==> config.mk <==
export PLATFORM = sky130hd
export DESIGN_NAME = cp0_ext
export DESIGN_NICKNAME = d
export VERILOG_FILES = /design/src/rtl/cp0_ext_pkg.sv /design/src/rtl/cp0_ext_timer.sv /design/src/rtl/cp0_ext.sv
export SDC_FILE = /design/constraint.sdc
export NUM_CORES = 1
export LEC_CHECK = 0
export CORE_UTILIZATION = 56
export CTS_CLUSTER_DIAMETER = 120
export DETAILED_ROUTE_END_ITERATION = 10
export MAX_ROUTING_LAYER = met4
export PLACE_DENSITY = 0.87
export SETUP_SLACK_MARGIN = 0.2
export SLEW_MARGIN = 20
export SYNTH_ARGS = -nofsm -noshare
export SYNTH_HDL_FRONTEND = slang
export SYNTH_SLANG_ARGS = --single-unit
==> constraint.sdc <==
create_clock -name clk -period 3.9 [get_ports clk]
set_clock_uncertainty 0.05 [all_clocks]
set_input_delay 0.78 -clock clk [delete_from_list [all_inputs] [get_ports clk]]
set_output_delay 0.78 -clock clk [all_outputs]
set_load 0.03 [all_outputs]
==> src/rtl/cp0_ext_pkg.sv <==
// Shared CP0 constants: register addresses and exception codes.
package cp0_ext_pkg;

   localparam logic [4:0] ADDR_BADVA   = 5'd8;
   localparam logic [4:0] ADDR_COUNT   = 5'd9;
   localparam logic [4:0] ADDR_COMPARE = 5'd11;
   localparam logic [4:0] ADDR_SR      = 5'd12;
   localparam logic [4:0] ADDR_CAUSE   = 5'd13;
   localparam logic [4:0] ADDR_EPC     = 5'd14;
   localparam logic [4:0] ADDR_PRID    = 5'd15;

   localparam logic [4:0] EXCCODE_INT  = 5'd0;
   localparam logic [4:0] EXCCODE_ADEL = 5'd4;
   localparam logic [4:0] EXCCODE_ADES = 5'd5;
   // Not a real MIPS code; reserved here to mean "no exception this cycle".
   localparam logic [4:0] NO_EXCCODE   = 5'd31;

   function automatic logic is_addr_err(input logic [4:0] code);
      return (code == EXCCODE_ADEL) || (code == EXCCODE_ADES);
   endfunction

endpackage

==> src/rtl/cp0_ext_timer.sv <==
// Count/Compare timer: prescaled free-running Count, Compare match sets a sticky TI.
module cp0_timer #(
   parameter int CNT_DIV = 1
) (
   input  logic        clk,
   input  logic        RESET,
   input  logic        wr_count,
   input  logic        wr_compare,
   input  logic [31:0] D,
   output logic [31:0] count,
   output logic [31:0] compare,
   output logic        ti
);

   localparam logic [7:0] PS_MAX = 8'(CNT_DIV - 1);

   logic [7:0] prescale;

   always_ff @(posedge clk) begin
      if (RESET) begin
         prescale <= '0;
         count    <= '0;
         compare  <= '0;
         ti       <= 1'b0;
      end else begin
         if (wr_count) begin
            count    <= D;
            prescale <= '0;
         end else if (prescale == PS_MAX) begin
            count    <= count + 32'd1;
            prescale <= '0;
         end else begin
            prescale <= prescale + 8'd1;
         end

         if (wr_compare)
            compare <= D;

         // A Compare write acknowledges the interrupt even on a coincident match.
         if (wr_compare)
            ti <= 1'b0;
         else if (count == compare)
            ti <= 1'b1;
      end
   end

endmodule

==> src/rtl/cp0_ext.sv <==
// Coprocessor 0 beside the M stage: exception entry, mfc0/mtc0/eret, interrupt masking.
// Req, Q and Q_EPC are combinational; all state moves on the rising clk edge.
module cp0_ext
   import cp0_ext_pkg::*;
#(
   parameter int          N_HWINT    = 6,
   parameter int          TIMER_LINE = N_HWINT,
   parameter int          CNT_DIV    = 1,
   parameter logic [31:0] PRID       = 32'h0000_4200
) (
   input  logic               clk,
   input  logic               RESET,
   input  logic               WE,
   input  logic [4:0]         A,
   input  logic [31:0]        D,
   input  logic               D_BD,
   input  logic [31:0]        D_VPC,
   input  logic [4:0]         D_ExcCode,
   input  logic [31:0]        D_BadVA,
   input  logic [N_HWINT-1:0] D_HWInt,
   input  logic               EXL_CLR,
   output logic               Req,
   output logic [31:0]        Q,
   output logic [31:0]        Q_EPC,
   output logic               Q_EXL,
   output logic               Q_TI
);

   logic [7:0]  im, ip, int_vec;
   logic        exl, ie, bd;
   logic [4:0]  exc_code, new_exc;
   logic [31:0] epc, badva, count, compare;
   logic        ti, req_int, wr_en, wr_count, wr_compare;

   always_comb begin
      int_vec                 = '0;
      int_vec[N_HWINT-1:0]    = D_HWInt;
      int_vec[TIMER_LINE]     = int_vec[TIMER_LINE] | ti;
   end

   assign req_int    = |(int_vec & im);
   assign Req        = (~exl & ie & req_int) | (D_ExcCode != NO_EXCCODE);
   assign new_exc    = req_int ? EXCCODE_INT : D_ExcCode;

   // Exception entry and eret both squash any mtc0 in the same cycle.
   assign wr_en      = WE & ~Req & ~EXL_CLR;
   assign wr_count   = wr_en && (A == ADDR_COUNT);
   assign wr_compare = wr_en && (A == ADDR_COMPARE);

   cp0_timer #(.CNT_DIV(CNT_DIV)) u_timer (
      .clk        (clk),
      .RESET      (RESET),
      .wr_count   (wr_count),
      .wr_compare (wr_compare),
      .D          (D),
      .count      (count),
      .compare    (compare),
      .ti         (ti)
   );

   always_ff @(posedge clk) begin
      if (RESET) begin
         im       <= '0;
         ip       <= '0;
         exl      <= 1'b0;
         ie       <= 1'b0;
         bd       <= 1'b0;
         exc_code <= '0;
         epc      <= '0;
         badva    <= '0;
      end else begin
         ip <= int_vec;
         if (Req) begin
            exl      <= 1'b1;
            bd       <= D_BD;
            exc_code <= new_exc;
            epc      <= D_BD ? D_VPC - 32'd4 : D_VPC;
            if (is_addr_err(new_exc))
               badva <= D_BadVA;
         end else if (EXL_CLR) begin
            exl <= 1'b0;
         end else if (WE) begin
            case (A)
               ADDR_SR: begin
                  im  <= D[17:10];
                  exl <= D[1];
                  ie  <= D[0];
               end
               ADDR_EPC: epc <= D;
               default: ;
            endcase
         end
      end
   end

   always_comb begin
      Q = '0;
      case (A)
         ADDR_BADVA:   Q = badva;
         ADDR_COUNT:   Q = count;
         ADDR_COMPARE: Q = compare;
         ADDR_SR:      Q = {14'b0, im, 8'b0, exl, ie};
         ADDR_CAUSE:   Q = {bd, ti, 12'b0, ip, 3'b0, exc_code, 2'b0};
         ADDR_EPC:     Q = epc;
         ADDR_PRID:    Q = PRID;
         default:      Q = '0;
      endcase
   end

   // eret reads EPC through here, so a same-cycle mtc0 EPC must be visible.
   assign Q_EPC = (WE && A == ADDR_EPC) ? D : epc;
   assign Q_EXL = exl;
   assign Q_TI  = ti;

endmodule

# Yosys cells after proc, flatten, opt, wreduce, memory -nomap -nowiden
# Index checks and enable logic that the tools add are counted.
# word_totals
ff_bits	161
output_inout_bits	67
in_bits	117
elab_cells	68
# op_classes
addsub	3
reduce_logical	17
eq_ne	12
n_bitwise	9
muxes	14
# op_table
cell	count
$mux 32	8
$pmux 32 s7	1
$eq 5x4->1 const B	7
$add 32x1->32 const B	1
$eq 32x32->1	1
$sub 32x3->32 const B	1
$eq 5x3->1 const B	2
$add 8x1->8 const B	1
$and 7x8->8	1
$logic_not 8->1	1
$reduce_or 8->1	1
$reduce_bool 2->1	3
$reduce_bool 3->1	2
$mux 5	1
$ne 5x5->1 const B	1
$and 1x1->1	4
$mux 1	4
$reduce_and 2->1	2
$reduce_and 4->1	1
$logic_and 1x1->1	3
$not 1->1	3
$reduce_and 3->1	1
$reduce_or 3->1	1
$ne 2x1->1 const B	1
other kinds (3)	3

# Longest topological paths before layout
# Gate-level depths: netlist (run 1).
# logic_depth
ltp_word	9
mapped_depth	9
mapped_depth_nobuf	7

# Modules after synthesis
# A second synthesis (run 1) with hierarchy kept.
# hier_totals
hier_cells	1023
area_unflattened_um2	8802.2
# by_module_without_submodules
mod	instances	seq_area_each_um2	cells_each	area_per_inst_um2
cp0_ext	1	1741.7	632	5202.5
cp0_timer	1	1461.4	391	3599.7

# Least setup slack after synthesis (run 1)
# OpenSTA, ideal clock, no wires.
# synth_path
path_type	input -> output
startpoint	input A[4]
endpoint	output Q[17]
path_stages	6
n_path_buf	2
t_arrival_ns	2.389
required_ns	3.070
slack_ns	0.681
path_cell_list	or3b_2 > clkbuf_1 > nor3_1 > clkbuf_1 > a22oi_1 > nand3_1
# synth_via
elab_chain_cells	2
word_cells_on_any_way	8
cone_classes	eq/ne (7); mux (1)
# synth_rtl
element	line_no	source
start, declared	cp0_ext.sv:14	input logic [4:0] A,
$eq 5x4->1	cp0_ext.sv:98	case (A)
$pmux 32 s7 *	cp0_ext.sv:98	
end, declared	cp0_ext.sv:23	output logic [31:0] Q,
# Every way passes the cells marked *; elsewhere a longest branch is shown, timed or not.

# Final worst setup path (run 1)
# layout_path
startpoint	input A[3]
endpoint	output Q[0]
# Same word-level chain as after synthesis.

==> metrics.txt, run 1 <==
Nets 1336; Max stage delay on crit path 0.53 ns; Post-Syn Nets 1182; Fillers 1061; run status completed; switching power 966.6 uW; fin crit share 91.17%; drt total wl 29090 um; R2R Path Start u_timer.prescale[0]$_SDFF_PP0_; final core occ 75.04%; core area 0.01520 mm^2; die area 0.01606 mm^2; Final setup viols 0; length of routed wiring on met1 11450 um; Synth async-reset ratio 0%; Total Power 4.024 mW; CTS tree done; total of max-cap violations 0; clk_lat worst skew 0.43 ns; actual slew at the worst max-slew pin 0.7891 ns; Port Buf Inserts 183; Gate power share 11.7%; DRT iter0 DRCs 1469; post-synthesis sequential area ratio 36.77%; Syn-to-layout area delta 30.94%; met3 wire len 3046 um; post-detail-place hpwl 19960 um; total CTS buffers 17; clk root buf clkbuf_16; dpl ws 0.2471 ns; crit path time final 3.556 ns; Crit path max-delay family buffers and inverters; detailed-route via count 9147; gp weighted congestion 0.9337; VDD IR-drop max 0.3287 mV; CP max stage cell or3b_2; Worst-path clk slew 0.06 ns; sequential share of power 42.6%; Sw Ratio 24.02%; number of global-route vias before repair 8506; antenna cells 0; initial antenna violation count 0; uppermost layer routed met4; DR WL met2 13490 um; setup TNS 0 ns; die width 126.7 um; Yosys reg bits 160; synth unique cells 52; type of origin of the critical path input port; WL/cell 20.55 um; Clock power frac 45.7%; Post-Syn Area 0.008712 mm^2; H-Tree Depth 4; crit path kind input port to output port; setup ws final 0.3443 ns; Worst Path Arrival 2.73 ns; Synth Instances 1061; Post-DRT Antenna Nets 0; layout cells sized above 1 12.62%; I/O Pins 184; worst hold path class register to register; Primary FF master, synth dfxtp_1; die height 126.7 um; Max Freq 281.2 MHz; total congestion overflow 0; total iterations of the first detailed-routing run 9; endpoints failing hold 0; detail-routed via count per cell 6.460; CTS max path bufs 2; DRC Markers 0; Num Clock Sinks 160; critical path peak fanout 32; ordered cell list for the critical path clkdlybuf4s50_1 -> or3b_2 -> nor3_2 -> buf_12 -> a22oi_1 -> nand3_1 -> buf_4; synth warn 0; Initial Util 57.31%; pin count of the biggest net entering global routing 64; hold path start exc_code[1]$_SDFFE_PP0P_; Worst Setup SP A[3]; Leak Pwr 4.357 nW; Final Max Tran Viols 0; slew margin rel. 46.99%; Post-synth EDFFs 0; CP required 3.07 ns; total track usage 37.45%; Mapped Avg Cell Area 8.211 um^2; Buf+Inv Stages, Crit Path 3; first-pass GRT wire length 45450 um; RSZ-0062 raised after global routing no; WHS 0.4039 ns; element type at the critical path end output port; Pint 3.058 mW; Power Density 352.8 mW/mm^2; post-CTS setup buffer count 0; Core Rows 45
[layout by cell type (no fill, tap or decap), types with 11 or more instances in the layout]
cell type          n
a211oi_1          78
a21oi_1           70
a22oi_1           66
and3_1            12
and4_1            11
buf_4             71
clkbuf_16         17
clkdlybuf4s50_1  117
dfxtp_1          160
dlymetal6s2s_1    23
mux2_2            32
mux2i_1           24
nand2_1          172
nand3_1           27
nand4_1           28
nor2_1            78
nor2b_1           27
nor3_1            16
xnor2_1           62
xor2_1            30
[flip-flops by register name, summed over array words and instances, names as in the netlist]
signal and flops:
u_timer.compare 32, Q_EXL 1, ip 7, ie 1
u_timer.ti 1, epc 32, u_timer.count 32, badva 32
im 8, bd 1, u_timer.prescale 8, exc_code 5
[area by class of cell]
| type | instances | area [um^2] | area share, % |
|---|---|---|---|
| tap | 188 | 235.2 | 2.062 |
| inverter | 8 | 30.03 | 0.2632 |
| timing repair buffer | 217 | 2112 | 18.51 |
| sequential | 160 | 3203 | 28.08 |
| multi-input combinational | 811 | 5172 | 45.34 |
| clock buffer | 19 | 442.9 | 3.883 |
| clock inverter | 13 | 211.5 | 1.854 |
[what timing repair did]
action                                  CTS  global route
endpoints found under the setup margin    0            23
hold buffers                              0             0
gates resized for setup                   0            23
[path summary, 6_finish.rpt]
check	cells past startpoint	slack (ns)	endpoint
setup reg to reg	7	1.26	u_timer.count[25]$_SDFFE_PP0P_
hold / removal	2	0.40	exc_code[1]$_SDFFE_PP0P_
setup / recovery	7	0.34	Q[0]
hold reg to reg	2	0.40	exc_code[1]$_SDFFE_PP0P_
[cell families after synthesis]
logic type	synth area share (%)
mux	6.894
flops	36.77
simple gates	23.50
compound gates	18.94
buf+inv	4.079
fa+ha+maj	0.5745
xor+xnor	9.249
[power groups by stage]
stage	clock [mW]	sequential (mW)	combinational (mW)
CTS	1.83	1.71	0.468
floorplan	0	1.73	0.206
global route	1.92	1.72	0.497
detailed placement	0	1.75	0.465
global placement	0	1.75	0.457
finish	1.84	1.71	0.471
[worst reg2reg max path, cell delays in order (launching register included)]
cell     delay (ns)
dfxtp_1        0.36
inv_1          0.09
ha_1           0.15
nor4b_2        0.52
and4_1         0.48
nand4_1        0.33
or3_1          0.43
a31oi_1        0.16
[layer usage]
| layer | vias up | track usage (%) |
|---|---|---|
| met3 | 91 | 7.465 |
| li1 | 4147 | - |
| met5 | - | - |
| met4 | 0 | 16.32 |
| met1 | 4284 | 47.02 |
| met2 | 625 | 58.60 |
[through the flow]
step,area (um^2),cells
after floorplan,8712,1061
after global placement,10700,1384
after detailed placement,10700,1384
after CTS,11350,1416
after global routing,11410,1416
final,11410,1416
[cells in the mapped netlist (2+ instances only)]
cell	number	area share, %
and3_1	12	0.86
nor4_2	2	0.29
clkbuf_1	72	3.1
o21bai_1	3	0.26
a222oi_1	8	0.92
nand2_1	172	7.4
a31oi_1	2	0.14
buf_2	5	0.29
nand2b_1	2	0.14
xnor2_1	62	6.2
nand3b_1	3	0.26
inv_1	7	0.30
a21oi_1	70	4.0
nor4b_2	2	0.34
buf_1	3	0.13
and2_1	7	0.50
xor2_1	30	3.0
and4_1	11	1.1
ha_1	4	0.57
a22oi_1	66	5.7
or4_1	3	0.26
nor4_1	8	0.57
mux2_2	32	4.1
nor4_4	2	0.49
a211oi_1	78	6.7
nand3_1	27	1.6
mux2i_1	24	2.8
and3b_1	2	0.20
a41oi_1	2	0.20
nand4_1	28	2.0
or3_1	6	0.43
nor2b_1	27	1.9
nor2_1	81	3.5
dfxtp_1	160	37
o21ai_0	5	0.29
nor3_1	17	0.98
Note: power is estimated with default switching activity, not from simulation.
==> run 2: changes to the inputs <==
--- a/config.mk
+++ b/config.mk
@@ -5,6 +5,7 @@
 export SDC_FILE = /design/constraint.sdc
 export NUM_CORES = 1
 export LEC_CHECK = 0
+export CORE_MARGIN = 2
 export CORE_UTILIZATION = 56
 export CTS_CLUSTER_DIAMETER = 120
 export DETAILED_ROUTE_END_ITERATION = 10
==> metrics.txt, run 2 (same netlist as run 1, synthesis figures left out) <==
run status completed; commonest non-fill, non-tap cell in the layout nand2_1; hold endpoint badva[15]$_SDFFE_PP0P_; actual slew at the worst max-slew pin 0.8008 ns; total of max-cap violations 0; number of global-route vias before repair 8666; RR Endpoint u_timer.count[25]$_SDFFE_PP0P_; die width 128.7 um; Post-DRT Antenna Nets 0; detail-routed via count per cell 6.415; I/O Pins 184; crit path kind input port to output port; Total Power 3.813 mW; most frequent cells in the layout nand2_1 (172), dfxtp_1 (160), clkdlybuf4s50_1 (119); Num Clock Sinks 160; post-CTS setup buffer count 0; total iterations of the first detailed-routing run 8; slew margin rel. 46.61%; WL/cell 20.53 um; type of origin of the critical path input port; total congestion overflow 0; Max Freq 275.0 MHz; final core occ 74.50%; pin count of the biggest net entering global routing 83; Core Rows 45; worst hold path class register to register; antenna cells 0; R2R Path Start u_timer.prescale[0]$_SDFF_PP0_; Nets 1336; Power Density 336.7 mW/mm^2; gp weighted congestion 0.9896; VDD IR-drop max 0.3178 mV; die height 128.7 um; clk_lat worst skew 0.43 ns; die area 0.01657 mm^2; Final Max Tran Viols 0; layout cells sized above 1 12.79%; element type at the critical path end output port; CTS tree done; drt total wl 29070 um; RSZ-0062 raised after global routing no; Worst-path clk slew 0.07 ns; clk root buf clkbuf_16; detailed-route via count 9083; Worst Path Arrival 2.81 ns; core area 0.01520 mm^2; setup TNS 0 ns; post-detail-place hpwl 20270 um; CP required 3.07 ns; Worst Hold Path Cells 2; initial antenna violation count 0; fin crit share 93.25%; Initial Util 57.31%; endpoints failing hold 0; total CTS buffers 17; H-Tree Depth 4; DRT iter0 DRCs 1387; DRC Markers 0; Port Buf Inserts 183; internal reg-to-reg setup slack 1.32 ns; hold path start badva[15]$_SDFFE_PP0P_; crit path time final 3.637 ns; r2r worst-path depth 7; Syn-to-layout area delta 30.00%; first-pass GRT wire length 45150 um; critical path peak fanout 10; CTS max path bufs 2; Leak Pwr 4.288 nW; total track usage 35.90%; Final setup viols 0
-- run 2: cell type report --
class	count	area (um^2)
multi-input cells	811	5172
fillers	1100	3876
flip-flops and latches	160	3203
repair buffers	217	2115
clock buffers	18	439.2
well taps	188	235.2
clock inverters	14	131.4
inverters	8	30.03
-- run 2: per-layer routing --
layer  GRT usage, %  routed length, um
met1          45.49              11260
met2          54.96              13360
met3          7.193               3104
met4          17.26               1343
met5              -                  0
-- run 2: metrics by stage --
stage	setup WS [ns]	instance area [um^2]	std cells	hold slack, ns
6_report	0.2633	11330	1416	0.4129
4_1_cts	0.2041	11280	1416	0.4066
3_3_place_gp	0.2122	10710	1384	0.3925
3_5_place_dp	0.2063	10710	1384	0.3982
2_1_floorplan	0.6809	8712	1061	0.3814
5_1_grt	0.2148	11330	1416	0.4222
-- run 2: worst max path at each step --
stage	from	to	cells after the start
finish	A[3]	Q[0]	7
global route	A[3]	Q[18]	7
CTS	D_HWInt[0]	Req	6
detailed placement	D_HWInt[0]	Req	6
global placement	D_HWInt[0]	Req	6
floorplan	A[4]	Q[17]	6
-- run 2: what timing repair did --
| action | in CTS | in global routing |
|---|---|---|
| endpoints found under the setup margin | 0 | 20 |
| gates resized for setup | 0 | 20 |
| hold buffers | 0 | 0 |
-- run 2: power breakdown --
part / internal [mW] / switching (mW)
logic: 0.229 / 0.242
clock network: 0.904 / 0.726
registers: 1.67 / 0.0380
total: 2.81 / 1.01
-- run 2: worst max-delay path, cell delays in order --
cell	delay [ns]
clkdlybuf4s50_1	0.50
or3b_2	0.55
nor3_2	0.28
buf_4	0.24
a22oi_1	0.15
nand3_1	0.13
buf_4	0.17
==> edit 1, RTL diff (flow settings as in run 2) <==
Add an input register stage for `D`; this delays it by one clock. The other inputs are not delayed to match.
--- a/src/rtl/cp0_ext.sv
+++ b/src/rtl/cp0_ext.sv
@@ -27,4 +27,10 @@
 );
 
+   logic [31:0] D_q;
+
+   always_ff @(posedge clk) begin
+      D_q <= D;
+   end
+
    logic [7:0]  im, ip, int_vec;
    logic        exl, ie, bd;
@@ -53,5 +59,5 @@
       .wr_count   (wr_count),
       .wr_compare (wr_compare),
-      .D          (D),
+      .D          (D_q),
       .count      (count),
       .compare    (compare),
@@ -83,9 +89,9 @@
             case (A)
                ADDR_SR: begin
-                  im  <= D[17:10];
-                  exl <= D[1];
-                  ie  <= D[0];
+                  im  <= D_q[17:10];
+                  exl <= D_q[1];
+                  ie  <= D_q[0];
                end
-               ADDR_EPC: epc <= D;
+               ADDR_EPC: epc <= D_q;
                default: ;
             endcase
@@ -109,5 +115,5 @@
 
    // eret reads EPC through here, so a same-cycle mtc0 EPC must be visible.
-   assign Q_EPC = (WE && A == ADDR_EPC) ? D : epc;
+   assign Q_EPC = (WE && A == ADDR_EPC) ? D_q : epc;
    assign Q_EXL = exl;
    assign Q_TI  = ti;
Check against the original RTL: not equivalent (a bounded check fails within 4 cycles, from zero or initial values and one cycle with RESET high).
==> edit 1 against run 2 <==
Critical path type unchanged; count of clock-buffer cells in the layout up 1; design area is 7.4% higher; sequential power increased by 23%; sequential share of layout area is 3.3 points higher; area after synthesis rose by 7.8%; maximum frequency rose by 1.1%; routed wire length rose by 11%; sequential cell count up 32; power up 13%; worst setup slack better by 0.040 ns.
==> edit 1: results (changes against run 2) <==
Parameter                              Value

Run status
  Result of the run    finished, final reports clean

Global routing
  Number of global-route vias before repair    8884 (+2.5%)
  Fraction of met1 tracks used by global routing    47.9% (+2.4 points)
  Wire length of the first global-routing pass    49300 um (+9.3%)
  Met3 global-route usage    7.19% (about the same)
  Maximum number of pins on one net before global-route repair    60 (-28%)

Logic synthesis
  Sequential cell area fraction in the yosys report    40.9% (+4.2 points)
  Synthesized instance count    1094 (+3.1%)
  Post-synthesis net count    1215 (+2.8%)
  Most frequent cells after synthesis    sky130_fd_sc_hd__dfxtp_1 (192), sky130_fd_sc_hd__nand2_1 (169), sky130_fd_sc_hd__nor2_1 (83)
  Synth unique cells    53 (+1.9%)

Detailed routing
  Avg WL per Cell    21.8 um (+6.4%)
  Initial drt markers    1405 (+1.3%)
  Final Routed Wirelength    32200 um (+11%)
  Metal3 WL    3590 um (+16%)
  Initial DRT Pass Iterations    6 (-2)
  Number of vias per cell    6.35 (-0.98%)
  Met2 Wirelength    14900 um (+12%)

Layout
  Number of nets in the layout    1363 (+2.0%)
  Fraction of layout instances using a drive strength above 1    11.5% (-1.3 points)
  Area growth syn-to-layout    29.5%
  Filler cell count in the final layout    1180 (+7.3%)
  Multi-input logic area    0.00522 mm2 (+0.90%)
  Count of buffers not belonging to the clock network in the layout    210 (-3.2%)
  Relative area of non-clock buffer cells in the final design    18.3% (-0.37 points)

Place
  Placed cell count    1443 (+4.3%)
  Area of placed instances    0.0116 mm2 (+8.1%)
  Worst setup slack before clock tree synthesis    0.191 ns (-0.0149 ns)
  Gpl congestion    0.956 (-3.4%)
  Final HPWL from detailed placement    22700 um (+12%)

Pwr
  Pleak    4.56 nW (+6.4%)

Worst setup path
  Worst-path cell with the longest stage delay    sky130_fd_sc_hd__a222oi_1
  Data arrival time of the critical path    2.77 ns (-0.04 ns)
  Kind of cell adding the most delay to the critical path    buffers and inverters

Timing
  Remaining max-slew budget at the tightest pin    42.8% (-3.8 points)
==> edit 1: final timing paths <==
| check | startpoint | endpoint | slack [ns] | depth (start not counted) |
|---|---|---|---|---|
| max | A[2] | Q[2] | 0.30 | 8 |
| min | badva[5]$_SDFFE_PP0P_ | badva[5]$_SDFFE_PP0P_ | 0.41 | 2 |
| max reg2reg | u_timer.prescale[0]$_SDFF_PP0_ | u_timer.count[31]$_SDFFE_PP0P_ | 1.29 | 7 |
| min reg2reg | badva[5]$_SDFFE_PP0P_ | badva[5]$_SDFFE_PP0P_ | 0.41 | 2 |
==> edit 1: cells by family (layout without fill, tap and decap cells) <==
group,after synthesis,in the layout,share of synthesized area [%]
mux,61,61,6.93
fa+ha+maj,4,4,0.533
flops,192,192,40.9
buf+inv,90,251,3.74
simple gates,421,421,22.1
compound gates,233,233,17.1
xor+xnor,93,93,8.67
==> edit 1: where the power goes <==
part | internal (W) | switching, W
registers | 0.00202 | 0.0000807
logic | 0.000226 | 0.000230
clock network | 0.000947 | 0.000792
==> edit 2, RTL diff (config.mk and constraints of run 2) <==
Without the edit above. `N_HWINT`: 6 -> 7.
--- a/src/rtl/cp0_ext.sv
+++ b/src/rtl/cp0_ext.sv
@@ -4,5 +4,5 @@
    import cp0_ext_pkg::*;
 #(
-   parameter int          N_HWINT    = 6,
+   parameter int          N_HWINT    = 7,
    parameter int          TIMER_LINE = N_HWINT,
    parameter int          CNT_DIV    = 1,
Ports: changed (resized D_HWInt); port bits go from 184 to 185. No check against the original RTL was run, so the function may have changed too.
==> edit 2 against run 2 <==
Routed wire length rose by 5.3%; worst setup slack got worse by 0.022 ns; design area rose by 2.0%; critical endpoint is now Q_EPC[24]; area after synthesis rose by 1.8%; sequential cell count rose by 1; power rose by 2.5%; register-to-register slack barely moved; highest routed layer unchanged.
==> edit 2: results (changes against run 2) <==
Parameter                              Value

Detailed routing
  Initial DRT Pass Iterations    6 (-2)
  Avg WL per Cell    21.2 um (+3.2%)
  Initial drt markers    1266 (-8.7%)
  Number of vias per cell    6.25 (-2.5%)
  Metal3 WL    3750 um (+21%)
  Number of vias after detailed routing    9043 (-0.44%)
  Metal1 wirelength    12300 um (+9.6%)
  Met2 Wirelength    13500 um (+0.77%)

Logic synthesis
  Synthesized instance count    1060 (-0.094%)
  Synthesized-area fraction occupied by xor and xnor cells    9.09% (-0.16 points)
  Sequential cell area fraction in the yosys report    36.4% (-0.41 points)
  Compound-gate portion of the synthesized area    16.5% (-2.4 points)
  Most area-consuming cells after synthesis    sky130_fd_sc_hd__dfxtp_1 (36%), sky130_fd_sc_hd__xnor2_1 (7.8%), sky130_fd_sc_hd__mux2i_1 (7.1%)
  Warnings from Yosys    0 (unchanged)
  Async set or reset register ratio after synthesis    0% (unchanged)
  Most frequent cells after synthesis    sky130_fd_sc_hd__dfxtp_1 (161), sky130_fd_sc_hd__nand2_1 (138), sky130_fd_sc_hd__nor2_1 (116)
  Synth unique cells    53 (+1.9%)
  Adder-Cell Fraction of Synth Area    0.564% (-0.010 points)
  Share of synthesized area spent on multiplexers    11.3% (+4.4 points)

Place
  Buffers added on ports    184 (+0.55%)
  Gpl congestion    1.01 (+1.8%)
  Placed cell count    1414 (+2.2%)
  Area of placed instances    0.0110 mm2 (+2.7%)
  Final HPWL from detailed placement    22200 um (+9.6%)

Clocking
  Clock tree from TritonCTS    built
  Clock transition at the registers of the reported paths    0.06 ns

Layout
  Number of nets in the layout    1344 (+0.60%)
  Filler cell count in the final layout    1112 (+1.1%)
  Fraction of layout instances using a drive strength above 1    12.6% (-0.15 points)

Timing
  Remaining max-slew budget at the tightest pin    51.4% (+4.8 points)

Worst setup path
  Largest fanout on the critical path    33 (+23)

Global routing
  Number of global-route vias before repair    8228 (-5.1%)
  Wire length of the first global-routing pass    46100 um (+2.0%)
  Global-route usage over all layers    37.1% (+1.2 points)
  Maximum number of pins on one net before global-route repair    89 (+7.2%)

Pwr
  PwrDens    338 mW/mm2 (+0.47%)
  Maximum resistive drop on vdd    0.000293 V (-7.9%)
  Pleak    4.08 nW (-4.7%)

Run status
  Result of the run    finished, final reports clean
## edit 2: cell types whose count changed after synthesis, sizes merged, moves of 15 or more
cell and delta:
a211oi -46, mux2i +39, nand2 -34, nor2 +35
nor2b -15, nor3 +15, xnor2 +17, xor2 -17
## edit 2: final timing paths
kind | to | depth (start not counted) | slack [ns] | from
worst max-delay path | Q_EPC[24] | 6 | 0.24 | A[3]
worst min-delay path | exc_code[1]$_SDFFE_PP0N_ | 2 | 0.40 | exc_code[1]$_SDFFE_PP0N_
worst max register to register | u_timer.count[31]$_SDFFE_PP0P_ | 7 | 1.32 | u_timer.prescale[0]$_SDFF_PP0_
worst min register to register | exc_code[1]$_SDFFE_PP0N_ | 2 | 0.40 | exc_code[1]$_SDFFE_PP0N_
## edit 2: cell families after synthesis
group | count (synthesis)
DFF | 161
xor gates and xnor gates | 92
and+or+nand+nor | 409
muxes | 96
adders and majority gates | 4
buffers and inverters | 90
AOI/OAI and AO/OA | 208
## edit 2: final cells by class
type / instances / share of cell area [%]
clock buffers: 23 / 4.22
clock inverters: 9 / 0.909
inverters: 13 / 0.422
multi-input cells: 809 / 45.8
flip-flops and latches: 161 / 27.9
well taps: 211 / 2.28
repair buffers: 220 / 18.5
## edit 2: what timing repair did
action | 4_1_cts | 5_1_grt
endpoints found under the setup margin | 25 | 16
hold endpoints to repair | 0 | 0
resized for setup | 25 | 3
pin swaps | 0 | 0
setup buffers | 0 | 0
## edit 2: worst max-delay path, stage by stage
cell and delay (ns):
sky130_fd_sc_hd__clkdlybuf4s50_1 0.48, sky130_fd_sc_hd__or3b_1 0.40, sky130_fd_sc_hd__nor2_2 0.18, sky130_fd_sc_hd__buf_12 0.23, sky130_fd_sc_hd__mux2_2 0.37, sky130_fd_sc_hd__dlygate4sd2_1 0.37
## edit 2: per-stage QoR
stage                     power, W  worst slack (ns)
final                      0.00391             0.241
after global routing       0.00400             0.211
after CTS                  0.00389             0.230
after detailed placement   0.00225            0.0292
after global placement     0.00225            0.0817
after floorplan            0.00196             0.675
## edit 2: metal layers
| layer | global-route usage, % | vias to the layer above |
|---|---|---|
| met5 | - | - |
| met4 | 13.0 | 0 |
| met3 | 8.41 | 99 |
| met2 | 53.7 | 566 |
| met1 | 51.0 | 4254 |
| li1 | - | 4124 |
## edit 2: power by group
group | total (W) | switching [W] | internal, W | leakage (nW)
clock network | 0.00169 | 0.000682 | 0.00101 | 0.281
logic | 0.000495 | 0.000264 | 0.000231 | 2.49
registers | 0.00173 | 0.0000405 | 0.00169 | 1.31
